==> config.mk <==
export PLATFORM = sky130hd
export DESIGN_NAME = uart_rx_8n1
export DESIGN_NICKNAME = d
export VERILOG_FILES = /design/src/rtl/uart_pkg.sv /design/src/rtl/uart_baud_tick.sv /design/src/rtl/uart_rx_8n1.sv
export SDC_FILE = /design/constraint.sdc
export NUM_CORES = 1
export LEC_CHECK = 0
export CAP_MARGIN = 20
export CORE_MARGIN = 2
export CORE_UTILIZATION = 35
export DETAILED_ROUTE_END_ITERATION = 6
export DONT_BUFFER_PORTS = 1
export SETUP_SLACK_MARGIN = 0.02
export SYNTH_ARGS = -nofsm -noshare
export SYNTH_HDL_FRONTEND = slang
export SYNTH_SLANG_ARGS = --single-unit
==> constraint.sdc <==
create_clock -name clk -period 5.8 [get_ports clk]
set_clock_uncertainty 0.05 [all_clocks]
set_input_delay 1.16 -clock clk [delete_from_list [all_inputs] [get_ports clk]]
set_output_delay 1.16 -clock clk [all_outputs]
set_load 0.01 [all_outputs]
==> src/rtl/uart_pkg.sv <==
// uart_pkg: shared UART receiver constants and FSM state encoding.
// Contents: state_t (IDLE, START, DATA, PARITY, STOP, BREAK), OS_RATE,
// MID_SAMPLE, LAST_SAMPLE and DEF_OS_DIV (12 MHz / (9600*16), truncated).
package uart_pkg;
   typedef enum logic [2:0] {
      S_IDLE, S_START, S_DATA, S_PARITY, S_STOP, S_BREAK
   } state_t;
   localparam int         OS_RATE     = 16;
   localparam logic [3:0] MID_SAMPLE  = 4'd7;
   localparam logic [3:0] LAST_SAMPLE = 4'd15;
   localparam int         DEF_OS_DIV  = 78;
endpackage

==> src/rtl/uart_baud_tick.sv <==
// uart_baud_tick: free-running 0..OS_DIV-1 counter; o_tick is high for one clk when it wraps.
// Ports: clk, rst (sync, active-high), o_tick (oversample strobe).
module uart_baud_tick #(
   parameter int OS_DIV = 78
) (
   input  logic clk,
   input  logic rst,
   output logic o_tick
);
   localparam int W = $clog2(OS_DIV);
   logic [W-1:0] r_cnt;
   assign o_tick = (r_cnt == W'(OS_DIV - 1));
   always_ff @(posedge clk)
      r_cnt <= (rst || o_tick) ? '0 : r_cnt + W'(1);
endmodule

==> src/rtl/uart_rx_8n1.sv <==
// uart_rx_8n1: 16x-oversampled 8N1 UART receiver with valid/ready holding register.
// Ports: clk, rst (sync, active-high), i_rx (async line, idle high),
//   o_rx_data/o_rx_valid/i_rx_ready (byte handshake), o_rx_frame_err (pulse),
//   o_rx_overrun (sticky until accept), o_rx_busy (FSM not idle).
// UART_RX_PARITY_EN: when defined, frame is 8E1 and o_rx_parity_err pulses on mismatch.
module uart_rx_8n1 import uart_pkg::*; #(
   parameter int OS_DIV      = DEF_OS_DIV,
   parameter int SYNC_STAGES = 2
) (
   input  logic       clk,
   input  logic       rst,
   input  logic       i_rx,
   output logic [7:0] o_rx_data,
   output logic       o_rx_valid,
   input  logic       i_rx_ready,
   output logic       o_rx_frame_err,
   output logic       o_rx_overrun,
   output logic       o_rx_busy
`ifdef UART_RX_PARITY_EN
   ,
   output logic       o_rx_parity_err
`endif
);
   logic [SYNC_STAGES-1:0] r_sync;
   logic                   r_prev, r_valid, r_frame_err, r_overrun, r_busy;
   logic [7:0]             r_data, r_shift, w_shift;
   logic [3:0]             r_sc, w_sc;
   logic [2:0]             r_bc, w_bc;
   state_t                 r_state, w_state;
   logic                   w_rx_s, w_tick, w_done, w_ferr, w_perr, w_pbad, w_accept;

   uart_baud_tick #(.OS_DIV(OS_DIV)) u_tick (.clk(clk), .rst(rst), .o_tick(w_tick));

   assign w_rx_s   = r_sync[SYNC_STAGES-1];
   assign w_accept = r_valid & i_rx_ready;

   always_comb begin
      w_state = r_state;
      w_sc    = r_sc;
      w_bc    = r_bc;
      w_shift = r_shift;
      w_done  = 1'b0;
      w_ferr  = 1'b0;
      w_perr  = 1'b0;
      if (w_tick) begin
         w_sc = r_sc + 4'd1;
         case (r_state)
            // prev resets to 0, so a line held low through reset is not a start edge
            S_IDLE:  if (r_prev && !w_rx_s) begin
               w_state = S_START;
               w_sc    = '0;
            end
            S_START: if (r_sc == MID_SAMPLE) begin
               w_state = w_rx_s ? S_IDLE : S_DATA;
               w_sc    = '0;
               w_bc    = '0;
            end
            // sc wraps 15->0 by itself, so each data sample lands one bit after the last
            S_DATA:  if (r_sc == LAST_SAMPLE) begin
               w_shift = {w_rx_s, r_shift[7:1]};
               w_bc    = r_bc + 3'd1;
`ifdef UART_RX_PARITY_EN
               w_state = (r_bc == 3'd7) ? S_PARITY : S_DATA;
`else
               w_state = (r_bc == 3'd7) ? S_STOP : S_DATA;
`endif
            end
`ifdef UART_RX_PARITY_EN
            S_PARITY: if (r_sc == LAST_SAMPLE) begin
               w_perr  = w_rx_s ^ (^r_shift);
               w_state = S_STOP;
            end
`endif
            S_STOP:  if (r_sc == LAST_SAMPLE) begin
               w_state = w_rx_s ? S_IDLE : S_BREAK;
               w_done  = w_rx_s & ~w_pbad;
               w_ferr  = ~w_rx_s;
            end
            S_BREAK: if (w_rx_s) w_state = S_IDLE;
            default: w_state = S_IDLE;
         endcase
      end
   end

`ifdef UART_RX_PARITY_EN
   logic r_pbad, r_parity_err;
   assign w_pbad          = r_pbad;
   assign o_rx_parity_err = r_parity_err;
   always_ff @(posedge clk) begin
      r_pbad       <= (rst || r_state == S_START) ? 1'b0 : (r_pbad | w_perr);
      r_parity_err <= rst ? 1'b0 : w_perr;
   end
`else
   assign w_pbad = w_perr;
`endif

   always_ff @(posedge clk) begin
      if (rst) begin
         r_sync      <= '1;
         r_prev      <= 1'b0;
         r_state     <= S_IDLE;
         r_sc        <= '0;
         r_bc        <= '0;
         r_shift     <= '0;
         r_data      <= '0;
         r_valid     <= 1'b0;
         r_frame_err <= 1'b0;
         r_overrun   <= 1'b0;
         r_busy      <= 1'b0;
      end else begin
         r_sync      <= {r_sync[SYNC_STAGES-2:0], i_rx};
         r_prev      <= w_tick ? w_rx_s : r_prev;
         r_state     <= w_state;
         r_sc        <= w_sc;
         r_bc        <= w_bc;
         r_shift     <= w_shift;
         // a finished byte only lands when the holder is empty or being drained this cycle
         r_data      <= (w_done && (!r_valid || w_accept)) ? r_shift : r_data;
         r_valid     <= w_done ? 1'b1 : (w_accept ? 1'b0 : r_valid);
         r_overrun   <= w_accept ? 1'b0 : ((w_done && r_valid) ? 1'b1 : r_overrun);
         r_frame_err <= w_ferr;
         r_busy      <= (w_state != S_IDLE);
      end
   end

   assign o_rx_data      = r_data;
   assign o_rx_valid     = r_valid;
   assign o_rx_frame_err = r_frame_err;
   assign o_rx_overrun   = r_overrun;
   assign o_rx_busy      = r_busy;
endmodule

Word-level counts from Yosys, hierarchy flattened
Index checks and enable logic that the tools add are counted.
Word-level totals
  register bits: 40
  output and inout bits: 12
  logic and storage cells: 66
  input bits: 4
Cells by class
  reduce and logical (&&, ||, !) cells: 15
  mux-type cells: 21
  equal/unequal tests: 10
  add/sub/neg operators: 3
  bitwise gates (word level): 5
Operator list (count)
  3-bit 2-to-1 mux: 10
  3-bit case mux with 5 select lines: 1
  3-bit equality test (second input constant): 3
  4-bit 2-to-1 mux: 2
  4-bit case mux with 2 select lines: 1
  7-bit by 1-bit adder with 7-bit output (second input constant): 1
  7-bit equality test (second input constant): 1
  3-bit case mux with 2 select lines: 1
  1-bit 2-to-1 mux: 5
  4-bit by 1-bit adder with 4-bit output (second input constant): 1
  4-bit by 3-bit equality test with 1-bit output (second input constant): 1
  4-bit equality test (second input constant): 1
  2-bit != test (second input constant): 2
  1-bit inverter: 4
  4-bit AND reduction: 1
  2-bit nonzero test: 2
  4-bit OR reduction: 1
  3-bit by 1-bit adder with 3-bit output (second input constant): 1
  3-bit by 1-bit equality test with 1-bit output (second input constant): 1
  3-bit by 2-bit equality test with 1-bit output (second input constant): 1
  1-bit logical AND: 3
  3-bit zero test: 1
  3-bit AND reduction: 1
  3-bit nonzero test: 1
  other kinds (5): 7

Depth between registers and ports, before layout
Gate-level depths: netlist (run 1).
  depth after elaboration: 6
  gate-level depth with buffers: 8
  gate-level depth less buffers: 6

Cells and area by module
Synthesis (run 1) repeated with hierarchy kept, for this count alone.
Unflattened totals
  cell total of the unflattened synthesis: 186
  area, all modules: 1752.9 um^2
Modules (own cells, without submodules)
  uart_rx_8n1: area an instance 1456.4 um^2, instances 1, cells an instance 154, seq. area each 660.6 um^2
  uart_baud_tick: area an instance 296.5 um^2, instances 1, cells an instance 32, seq. area each 140.1 um^2

Worst setup path before layout (run 1)
OpenSTA, ideal clock, no wires.
  path kind: in2reg
  start: input port rst
  end: register r_busy (netlist: o_rx_busy)
  setup time: 134 ps
  path slack: 3775 ps
  arrival: 1841 ps
  buffers on the path: 0
  data required time: 5616 ps
  cell stages on the path: 4
  cells stage by stage: inv_1 -> nand4_1 -> a2111oi_1 -> or4_1
RTL lines
  start, declared: line uart_rx_8n1.sv:11  | input logic rst,
  end signal, assigned: line uart_rx_8n1.sv:122  | r_busy <= (w_state != S_IDLE);
  end, declared: line uart_rx_8n1.sv:25  | logic r_prev, r_valid, r_frame_err, r_overrun, r_busy;

Worst setup path after layout (run 1)
  start: register r_state[0]
  end: register r_bc[2]
Between the ends
  cells in the longest elaborated chain, start to end: 3
  elaborated cells on any way between the ends: 7
  those cells by class: eq/ne: 4; mux: 1; reduce/logical: 2
RTL lines
  start, declared: line uart_rx_8n1.sv:29  | state_t r_state, w_state;
  start signal, assigned: line uart_rx_8n1.sv:113  | r_state <= w_state;
  3-bit by 2-bit equality test with 1-bit output / 3-bit by 1-bit equality test with 1-bit output (equally long branches): line uart_rx_8n1.sv:47  | case (r_state)
  2-bit != test (no line) / 2-bit nonzero test (equally long branches)
  4-bit AND reduction (no line)
  end signal, assigned: line uart_rx_8n1.sv:115  | r_bc <= w_bc;
  end, declared: line uart_rx_8n1.sv:28  | logic [2:0] r_bc, w_bc;
Several ways; a longest one is shown, not always the timed one.
A chain may end at the register's enable or synchronous reset.

==> results of run 1 <==
critical path: cells and delay by family (launching register included):
kind / cells / cell delay, ns
compound gates: 2 / 0.68
flops: 1 / 0.59
simple gates: 2 / 0.58
Yosys cell counts, drive strengths merged, types with 3 or more instances:
cell type,n,area share
dfxtp,40,0.45
nor2,20,0.042
mux2i,8,0.045
inv,3,0.0063
buf,8,0.026
o211ai,4,0.017
a21o,3,0.013
nand2,13,0.027
nand2b,4,0.014
o21ai,12,0.035
clkbuf,6,0.013
ha,5,0.035
nand3,15,0.042
a21oi,19,0.053
and2,3,0.010
nand3b,3,0.013
xor2,3,0.015
nand4,4,0.017
cells by family after synthesis:
group	Yosys count	synth area share
mux	8	0.0445
flops	40	0.445
buf+inv	17	0.0445
fa+ha+maj	5	0.0348
simple gates	79	0.239
xor+xnor	5	0.0243
compound gates	47	0.168
worst max path at each step:
| stage | endpoint | slack [ns] | cells after the start |
|---|---|---|---|
| floorplan | o_rx_busy | 3.77 | 4 |
| global placement | o_rx_busy | 3.73 | 4 |
| detailed placement | o_rx_busy | 3.71 | 4 |
| CTS | o_rx_valid | 3.85 | 0 |
| global route | o_rx_busy | 3.68 | 5 |
| finish | r_bc[2] | 3.83 | 4 |
layout make-up:
cell class / count / area [um2]
fill: 520 / 3140
multi-input combinational: 144 / 918
sequential: 40 / 801
tap: 70 / 87.6
clock buffer: 5 / 68.8
clock inverter: 3 / 18.8
inverter: 3 / 11.3
cell usage in the layout, fill, tap and decap left out, types with 3 or more instances in the layout:
cell type,n
a21oi_1,19
a21o_1,3
inv_1,3
xor2_1,3
and2_1,3
nand4_1,3
clkbuf_8,5
ha_1,5
nand2_1,13
nand3b_1,3
dfxtp_1,40
nand3_1,15
o21ai_0,11
mux2i_1,8
o211ai_1,4
nor2_1,20
nand2b_1,4
report_power, final:
part           internal, uW  switching, uW  leakage, uW
logic                  3.86           5.26     0.000355
clock network          83.7           96.9    0.0000479
registers               277           4.04     0.000323
registers in the layout, indices dropped and copies added (netlist names):
name / flops
o_rx_busy: 1
o_rx_data: 8
o_rx_frame_err: 1
o_rx_overrun: 1
o_rx_valid: 1
r_bc: 3
r_prev: 1
r_sc: 4
r_shift: 8
r_state: 3
r_sync: 2
u_tick.r_cnt: 7
through the flow:
step | total power (uW) | setup slack [ns] | cells | hold slack, ns
after CTS | 479 | 3.85 | 265 | 0.364
after detailed placement | 297 | 3.71 | 257 | 0.346
after global routing | 494 | 3.68 | 265 | 0.390
after global placement | 297 | 3.73 | 257 | 0.342
after floorplan | 298 | 3.77 | 201 | 0.339
final | 471 | 3.83 | 265 | 0.362
metal layers:
layer,wire (um),GRT usage,vias to the layer above
li1,-,-,697
met1,1700,0.207,628
met2,1580,0.210,23
met3,158,0.0410,6
met4,65,0.0526,0
met5,0,0,-
==> summary.txt, run 1 <==
Run
  • Maxcap violations: 0

Critical path
  • Max FO, Critical Path: 13
  • Crit path kind: reg -> reg
  • R2R Path Start: r_state[0]
  • Crit path from: r_state[0]
  • Worst Path Required: 5.98 ns
  • Slowest library cell on the worst path: dfxtp_1
  • Startpoint types: register
  • Critical Path Max Stage Delay: 0.59 ns
  • Cell Chain, Critical Path: or3b_4 -> a2111oi_4 -> nand3_1 -> a21oi_1
  • Reg-to-reg slack, setup: 3.83 ns
  • R2r endpoint: r_bc[2]
  • Reg2reg path depth: 4
  • Worst EP arrival: 2.15 ns
  • Worst setup EP type: register

Route
  • Drt first-iter violations: 85
  • DRC violations left: 0
  • Vias: 1,354
  • Routed vias/inst: 5.11
  • Routed len/inst: 13.2 um
  • Drt total wl: 3510 um
  • Pre-Repair DR Iteration Count: 4
  • Final ANT Viol Nets: 0

STA
  • Slew HR: 0.686
  • Fmax: around 0.51 GHz
  • Fin crit share: 0.340
  • Slew Limit Fails: 0
  • Fin crit period: 1.97 ns
  • TNS Setup: 0 ns
  • Worst slew pin tran: ~0.47 ns
  • Fin. Hold Viols: 0
  • # setup viols final: 0
  • RSZ-0062 raised after global routing: no

Synthesis
  • Syn Nets: 210
  • Most used DFF post-synth: dfxtp_1
  • Synth Area per Inst: 8.95 um2
  • Post-synthesis async set-or-reset flop share: 0
  • Number of synthesized flops with an enable pin: 0
  • Netlist Area Pre-Place: ~1800 um2
  • Synth warn: 0
  • Cells after Synth: 201
  • Yosys reg bits: 40
  • Synth cell types: 43
  • Sequential share of the synthesized area: 0.445

Outcome
  • Status: finished, final reports clean

GRT
  • Initial antenna violation count: 0
  • First-pass GRT wire length: roughly 6200 um
  • GRT overflow: 0
  • Vias in the first global route: 1,295
  • GRT Util Overall: 0.145
  • Pin count of the biggest net entering global routing: 32

Power
  • Peak supply drop: 0.161 mV
  • Leakage power: between 0.0007 and 0.0008 uW
  • PD cells: between 200 and 250 nW/um2

Clock network
  • Worst-path clk slew: 0.07 ns
  • Clk sinks: 40
  • Root Buffer Master: clkbuf_8
  • Num CTS Buffers: 5
  • Clk buf depth: 2
  • TritonCTS clock tree: built
  • Skew-Pair Late Insertion Delay: slightly below 0.3 ns
  • Hold bufs inserted after CTS: 0
  • Postcts setup bufs: 0
  • CTS H-Tree Depth: 2
  • PostCTS Resize Cnt: 0

Layout
  • Final std cell area, no fill: 1910 um2
  • ANT cells: 0
  • Fin nets: 203
  • Utilization after layout: 0.378
  • Syn-to-layout area delta: 5.91%
  • Share of cells above drive strength 1: 0.0769

Floorplanning
  • Row count: 26
  • Die span in x: 75.7 um
  • Initial Util: 0.357
  • Core area: 5040 um2
  • Die area: about 5700 um2
  • IO Count: 16
  • Die Y: 75.7 um

Worst hold path
  • Hold Path End: r_sync[1]
  • Hold Crit Depth: 1
  • Worst hold-check path type: reg -> reg
  • Worst Hold Launch: r_sync[0]

Place
  • Placer Congestion: 0.796
  • Dpl cell area: around 1800 um2
  • Buffers on Ports: 0
  • Dpl hpwl: 2420 um
No activity file was read; power rests on OpenSTA's default activity.
==> inputs of run 2 (changes only) <==
==> constraint.sdc (replaced) <==
create_clock -name clk -period 1.9 [get_ports clk]
set_clock_uncertainty 0.05 [all_clocks]
set_input_delay 0.38 -clock clk [delete_from_list [all_inputs] [get_ports clk]]
set_output_delay 0.38 -clock clk [all_outputs]
set_load 0.01 [all_outputs]
==> run 2 against run 1 <==
Sequential share of layout area shrank 2.7 points; hold slack lost 0.26 ns; register-to-register slack worse by 3.7 ns; combinational power rose to 3.8 times the previous value; flip-flop and latch count stayed put; critical endpoint is now o_rx_busy; setup slack got worse by 3.7 ns; maximum frequency increased by 10%; final cell count rose by 4.2%; largest power group unchanged.
==> summary.txt, run 2 (synthesis results as in run 1) <==
Outcome
  • Status: finished, final reports clean (unchanged)

Layout
  • Non-filler cells, final: 276 (was 265)
  • Utilization after layout: 0.404 (was 0.378)
  • Share of cells above drive strength 1: 0.136 (was 0.0769)
  • ANT cells: 0 (unchanged)
  • Most frequent cells in the layout: 40 x dfxtp_1, 20 x nor2_1, 19 x a21oi_1, 15 x nand3_1, 13 x nand2_1 (unchanged)
  • Fin nets: 214 (was 203)
  • Register area: 801 um2 (unchanged)
  • Syn-to-layout area delta: 13.3% (was 5.91%)
  • Fillers: 513 (was 520)
  • Most common cell after layout, fill and taps aside: dfxtp_1 (unchanged)
  • Area of the multi-input gates: 932 um2 (was 918 um2)

Place
  • Placer Congestion: 0.922 (was 0.796)
  • Dpl hpwl: 2490 um (was 2420 um)
  • Post-Place Cells: 268 (was 257)
  • Buffers on Ports: 0 (unchanged)

Floorplanning
  • IO Count: 16 (unchanged)
  • Core area: 5040 um2 (unchanged)
  • Die area: 5730 um2 (unchanged)
  • Initial Util: 0.357 (unchanged)
  • Row count: 26 (unchanged)
  • Die span in x: 75.7 um (unchanged)
  • Die Y: 75.7 um (unchanged)

Power
  • Leakage power: 0.000785 uW (was 0.000727 uW)
  • PD cells: 772 nW/um2 (was 247 nW/um2)
  • Peak supply drop: 0.456 mV (was 0.161 mV)

Route
  • DRC violations left: 0 (unchanged)
  • Final ANT Viol Nets: 0 (unchanged)
  • Pre-Repair DR Iteration Count: 4 (unchanged)
  • Vias: 1,433 (was 1,354)
  • Drt total wl: 3530 um (was 3510 um)
  • Drt first-iter violations: 97 (was 85)
  • Routed len/inst: 12.8 um (was 13.2 um)
  • Routed vias/inst: 5.19 (was 5.11)

STA
  • Fin crit period: 1.79 ns (was 1.97 ns)
  • Worst slew pin tran: 0.440 ns (was 0.471 ns)
  • Slew Limit Fails: 0 (unchanged)
  • Slew HR: 0.707 (was 0.686)
  • Fmax: 0.560 GHz (was 0.507 GHz)
  • TNS Setup: 0 ns (unchanged)
  • # setup viols final: 0 (unchanged)
  • Fin crit share: 0.940 (was 0.340)
  • Fin. Hold Viols: 0 (unchanged)
  • RSZ-0062 raised after global routing: no (unchanged)

Clock network
  • CTS H-Tree Depth: 2 (unchanged)
  • Clk buf depth: 2 (unchanged)
  • Num CTS Buffers: 5 (unchanged)
  • Clk sinks: 40 (unchanged)
  • TritonCTS clock tree: built (unchanged)
  • Root Buffer Master: clkbuf_8 (unchanged)
  • Worst-path clk slew: 0.08 ns (was 0.07 ns)
  • Skew-Pair Late Insertion Delay: 0.29 ns (about the same)
  • Postcts setup bufs: 0 (unchanged)

GRT
  • Initial antenna violation count: 0 (unchanged)
  • GRT overflow: 0 (unchanged)
  • Vias in the first global route: 1,391 (was 1,295)
  • First-pass GRT wire length: 6100 um (was 6240 um)
  • GRT Util Overall: 0.141 (was 0.145)
  • Pin count of the biggest net entering global routing: 32 (unchanged)

Critical path
  • Worst EP arrival: 1.90 ns (was 2.15 ns)
  • Critical Path Max Stage Delay: 0.51 ns (was 0.59 ns)
  • Startpoint types: register (unchanged)
  • Crit path kind: reg -> reg (unchanged)
  • Cell Chain, Critical Path: inv_1 -> ha_1 -> and4bb_1 -> nand4_1 -> a21oi_1 -> or4_1 (was or3b_4 -> a2111oi_4 -> nand3_1 -> a21oi_1)
  • Slowest library cell on the worst path: or4_1 (was dfxtp_1)
  • Max FO, Critical Path: 5 (was 13)
  • Worst Path Required: 2.02 ns (was 5.98 ns)
  • Worst setup EP type: register (unchanged)

Worst hold path
  • Worst hold-check path type: in -> reg (was reg -> reg)

Run
  • Maxcap violations: 0 (unchanged)
[run 2: cell types whose count changed in the layout (fill, tap and decap cells not counted), sizes merged]
cell	before	now
buf	0	11
clkinv	3	1
bufinv	0	1
clkinvlp	0	1
[run 2: layer usage]
layer / up-vias / global-route usage / share of wire
met2: 38 / 0.226 / 0.46
met1: 660 / 0.174 / 0.47
met3: 12 / 0.0437 / 0.050
li1: 723 / - / -
met4: 0 / 0.0663 / 0.027
met5: - / 0 / 0
[run 2: repair_timing]
action	in CTS	in global routing
hold buffers	0	0
gates resized for setup	0	3
endpoints found under the setup margin	0	6
[run 2: path summary, 6_finish.rpt]
kind / start / to / slack (ns) / cells past startpoint
setup / recovery: u_tick.r_cnt[1] / o_rx_busy / 0.11 / 6
hold reg to reg: r_sync[0] / r_sync[1] / 0.36 / 1
hold / removal: rst / r_bc[0] / 0.10 / 1
setup reg to reg: u_tick.r_cnt[1] / o_rx_busy / 0.11 / 6
[run 2: worst max-delay path: cells and delay by family (launching register included)]
kind	cells	cell delay, ns
AO/OA/AOI/OAI	1	0.08
adder cells (fa/ha/maj)	1	0.18
buffers and inverters	1	0.05
flip-flops	1	0.35
AND/OR/NAND/NOR	3	0.96
[run 2: layout make-up]
cell class	instances	area share
clock inverters	3	0.0209
repair buffers	11	0.0467
clock buffers	5	0.0338
flip-flops and latches	40	0.393
inverters	3	0.00552
well taps	70	0.0430
multi-input cells	144	0.457
[run 2: power by group]
| part | internal, uW | total, uW | switching (uW) |
|---|---|---|---|
| Sequential | 847 | 858 | 10.7 |
| Clock | 388 | 681 | 293 |
| Combinational | 15.7 | 34.3 | 18.6 |
[run 2: stage by stage]
step	power (uW)	worst slack [ns]	hold slack, ns	area, um2
finish	1570	0.115	0.103	2040
global route	1640	0.0311	0.0814	2040
CTS	1590	0.0699	0.0903	2020
detailed placement	911	0.0806	0.343	1910
global placement	911	0.114	0.345	1910
floorplan	910	0.0693	0.339	1800
==> inputs of run 3 (changes only) <==
--- a/config.mk
+++ b/config.mk
@@ -13,4 +13,5 @@
 export SETUP_SLACK_MARGIN = 0.02
 export SYNTH_ARGS = -nofsm -noshare
 export SYNTH_HDL_FRONTEND = slang
+export SYNTH_HIERARCHICAL = 1
 export SYNTH_SLANG_ARGS = --single-unit
==> run 3 against run 2 <==
Critical path depth grew 2; maximum frequency grew 2.9%; global-route usage shrank 0.88 points; sequential share of layout area grew 0.86 points; utilization grew 1.4 points; power grew 0.93%; largest power group unchanged.
==> summary.txt, run 3 <==
Outcome
  • Status: finished, final reports clean (unchanged)

Place
  • Buffers on Ports: 0 (unchanged)
  • Dpl hpwl: 2150 um (was 2490 um)
  • Post-Place Cells: 250 (was 268)
  • Placer Congestion: 0.748 (was 0.922)

Floorplanning
  • Core area: 4790 um2 (was 5040 um2)
  • Die span in x: 74.8 um (was 75.7 um)
  • Die Y: 74.8 um (was 75.7 um)
  • IO Count: 16 (unchanged)
  • Initial Util: 0.366 (was 0.357)
  • Die area: 5590 um2 (was 5730 um2)
  • Row count: 25 (was 26)

Synthesis
  • Syn Nets: 195 (was 210)
  • Synth Area per Inst: 9.42 um2 (was 8.95 um2)
  • Yosys reg bits: 40 (unchanged)
  • Top-count cell post-synth: dfxtp_1 (unchanged)
  • Synth cell types: 44 (was 43)
  • Most used DFF post-synth: dfxtp_1 (unchanged)
  • Netlist Area Pre-Place: 1750 um2 (was 1800 um2)
  • Cell taking the most area after synthesis: dfxtp_1 (unchanged)
  • Synth warn: 6 (was 0)
  • Largest cells by area after synthesis: dfxtp_1 46%, mux2i_1 9.7%, nor2_1 5.4% (was dfxtp_1 45%, a21oi_1 5.3%, mux2i_1 4.5%)
  • Commonest cells post-synth: 40 x dfxtp_1, 25 x nor2_1, 17 x mux2i_1, 12 x a21oi_1, 11 x nand2_1 (was 40 x dfxtp_1, 20 x nor2_1, 19 x a21oi_1, 15 x nand3_1, 13 x nand2_1)
  • Area fraction of the dominant cell type after synthesis: 0.457 (was 0.445)
  • Post-synthesis async set-or-reset flop share: 0 (unchanged)
  • Sequential share of the synthesized area: 0.457 (was 0.445)
  • Number of synthesized flops with an enable pin: 0 (unchanged)
  • Cells after Synth: 186 (was 201)

STA
  • Fmax: 0.576 GHz (was 0.560 GHz)
  • Worst slew pin tran: 0.469 ns (was 0.440 ns)
  • # setup viols final: 0 (unchanged)
  • Worst hold slack: 0.0791 ns (was 0.103 ns)
  • Fin crit share: 0.913 (was 0.940)
  • Slew Limit Fails: 0 (unchanged)
  • RSZ-0062 raised after global routing: yes (was no)
  • Slew HR: 0.687 (was 0.707)
  • Fin. Hold Viols: 0 (unchanged)
  • Fin crit period: 1.73 ns (was 1.79 ns)

Route
  • Routed len/inst: 12.2 um (was 12.8 um)
  • Final ANT Viol Nets: 0 (unchanged)
  • Drt total wl: 3170 um (was 3530 um)
  • Vias: 1,296 (was 1,433)
  • Drt first-iter violations: 129 (was 97)
  • DRC violations left: 0 (unchanged)
  • Pre-Repair DR Iteration Count: 4 (unchanged)
  • Routed vias/inst: 5.00 (was 5.19)

Clock network
  • Root Buffer Master: clkbuf_8 (unchanged)
  • Num CTS Buffers: 5 (unchanged)
  • Clk sinks: 40 (unchanged)
  • Worst-path clk slew: 0.08 ns (about the same)
  • TritonCTS clock tree: built (unchanged)
  • Clk buf depth: 2 (unchanged)
  • Skew-Pair Late Insertion Delay: 0.30 ns (was 0.29 ns)
  • CTS H-Tree Depth: 2 (unchanged)

Power
  • Peak supply drop: 0.470 mV (was 0.456 mV)
  • Leakage power: 0.000717 uW (was 0.000785 uW)
  • Total power: 1590 uW (was 1570 uW)
  • PD cells: 794 nW/um2 (was 772 nW/um2)

Critical path
  • Crit path from: u_tick/r_cnt[1] (was u_tick.r_cnt[1])
  • Startpoint types: register (unchanged)
  • Worst EP arrival: 1.89 ns (was 1.90 ns)
  • R2R Path Start: u_tick/r_cnt[1] (was u_tick.r_cnt[1])
  • Reg2reg path depth: 8 (was 6)
  • Worst setup EP type: register (unchanged)
  • Max FO, Critical Path: 4 (was 5)
  • Crit path kind: reg -> reg (unchanged)
  • Worst Path Required: 2.06 ns (was 2.02 ns)
  • R2r endpoint: o_rx_overrun (was o_rx_busy)
  • Reg-to-reg slack, setup: 0.17 ns (was 0.11 ns)

GRT
  • GRT Util Overall: 0.133 (was 0.141)
  • GRT overflow: 0 (unchanged)
  • Vias in the first global route: 1,242 (was 1,391)
  • First-pass GRT wire length: 5490 um (was 6100 um)
  • Initial antenna violation count: 0 (unchanged)
  • Pin count of the biggest net entering global routing: 35 (was 32)

Layout
  • Most frequent cells in the layout: 38 x dfxtp_1, 24 x nor2_1, 17 x mux2i_1, 12 x a21oi_1, 11 x nand2_1 (was 40 x dfxtp_1, 20 x nor2_1, 19 x a21oi_1, 15 x nand3_1, 13 x nand2_1)
  • Fin nets: 200 (was 214)
  • Non-filler cells, final: 259 (was 276)
  • Syn-to-layout area delta: 14.1% (was 13.3%)
  • Most common cell after layout, fill and taps aside: dfxtp_1 (unchanged)
  • Utilization after layout: 0.418 (was 0.404)
  • ANT cells: 0 (unchanged)
  • Share of cells above drive strength 1: 0.177 (was 0.136)

Worst hold path
  • Worst hold-check path type: in -> reg (unchanged)
  • Worst Hold Launch: rst (unchanged)
  • Hold Crit Depth: 1 (unchanged)
  • Hold Path End: o_rx_data[5] (was r_bc[0])

Run
  • Maxcap violations: 0 (unchanged)
[run 3: worst max-delay path by stage]
stage                   endpoint  cells after the start  slack, ns
floorplan           o_rx_data[0]                      7       0.04
global route           o_rx_busy                      9     -0.003
CTS                 o_rx_data[1]                      9       0.13
finish              o_rx_overrun                      8       0.17
detailed placement  o_rx_data[3]                      9       0.15
global placement    o_rx_data[0]                      9       0.18
[run 3: timing repair]
action,in CTS,in global routing
endpoints found under the hold margin,0,0
hold buffers,0,0
resized for setup,0,7
buffers inserted,0,1
setup endpoints to repair,0,13
[run 3: report_power, final]
| part | internal [uW] | switching, uW | total (uW) | leakage (uW) |
|---|---|---|---|---|
| registers | 846 | 8.49 | 854 | 0.000324 |
| clock network | 395 | 313 | 708 | 0.0000583 |
| logic | 13.8 | 11.9 | 25.7 | 0.000335 |
| total | 1250 | 333 | 1590 | 0.000717 |
[run 3: cells by family after synthesis]
group | Yosys count | synth area share
AND/OR/NAND/NOR | 73 | 0.242
flip-flops | 40 | 0.457
AO/OA/AOI/OAI | 35 | 0.121
multiplexers | 17 | 0.0971
buffers and inverters | 13 | 0.0321
adder cells (fa/ha/maj) | 5 | 0.0357
XOR/XNOR | 3 | 0.0150
[run 3: cell type report]
| type | count | area (um2) |
|---|---|---|
| well taps | 67 | 83.8 |
| inverters | 4 | 15.0 |
| multi-input cells | 133 | 917 |
| clock buffers | 5 | 68.8 |
| clock inverters | 3 | 47.5 |
| flip-flops and latches | 40 | 803 |
| repair buffers | 7 | 65.1 |
| fillers | 472 | 2790 |
[run 3: metrics by stage]
stage	setup TNS (ns)	cell area, um2	setup WS [ns]
floorplan	0	1750	0.0377
global placement	0	1850	0.182
detailed placement	0	1850	0.147
CTS	0	1970	0.132
global route	-0.00591	2000	-0.00343
finish	0	2000	0.165
[run 3: worst max-delay path, stage by stage (launching register included)]
cell and delay (ns):
dfxtp_2 0.35, inv_2 0.06, ha_4 0.11, nand4bb_1 0.12, nor2_1 0.14, nand3b_1 0.16
nor3_1 0.32, nand2_1 0.09, a221oi_1 0.23
[run 3: layer usage]
| metal | GRT usage | wire (um) |
|---|---|---|
| met4 | 0.0774 | 57 |
| met3 | 0.0469 | 149 |
| met2 | 0.209 | 1440 |
| met1 | 0.156 | 1520 |
| met5 | 0 | 0 |
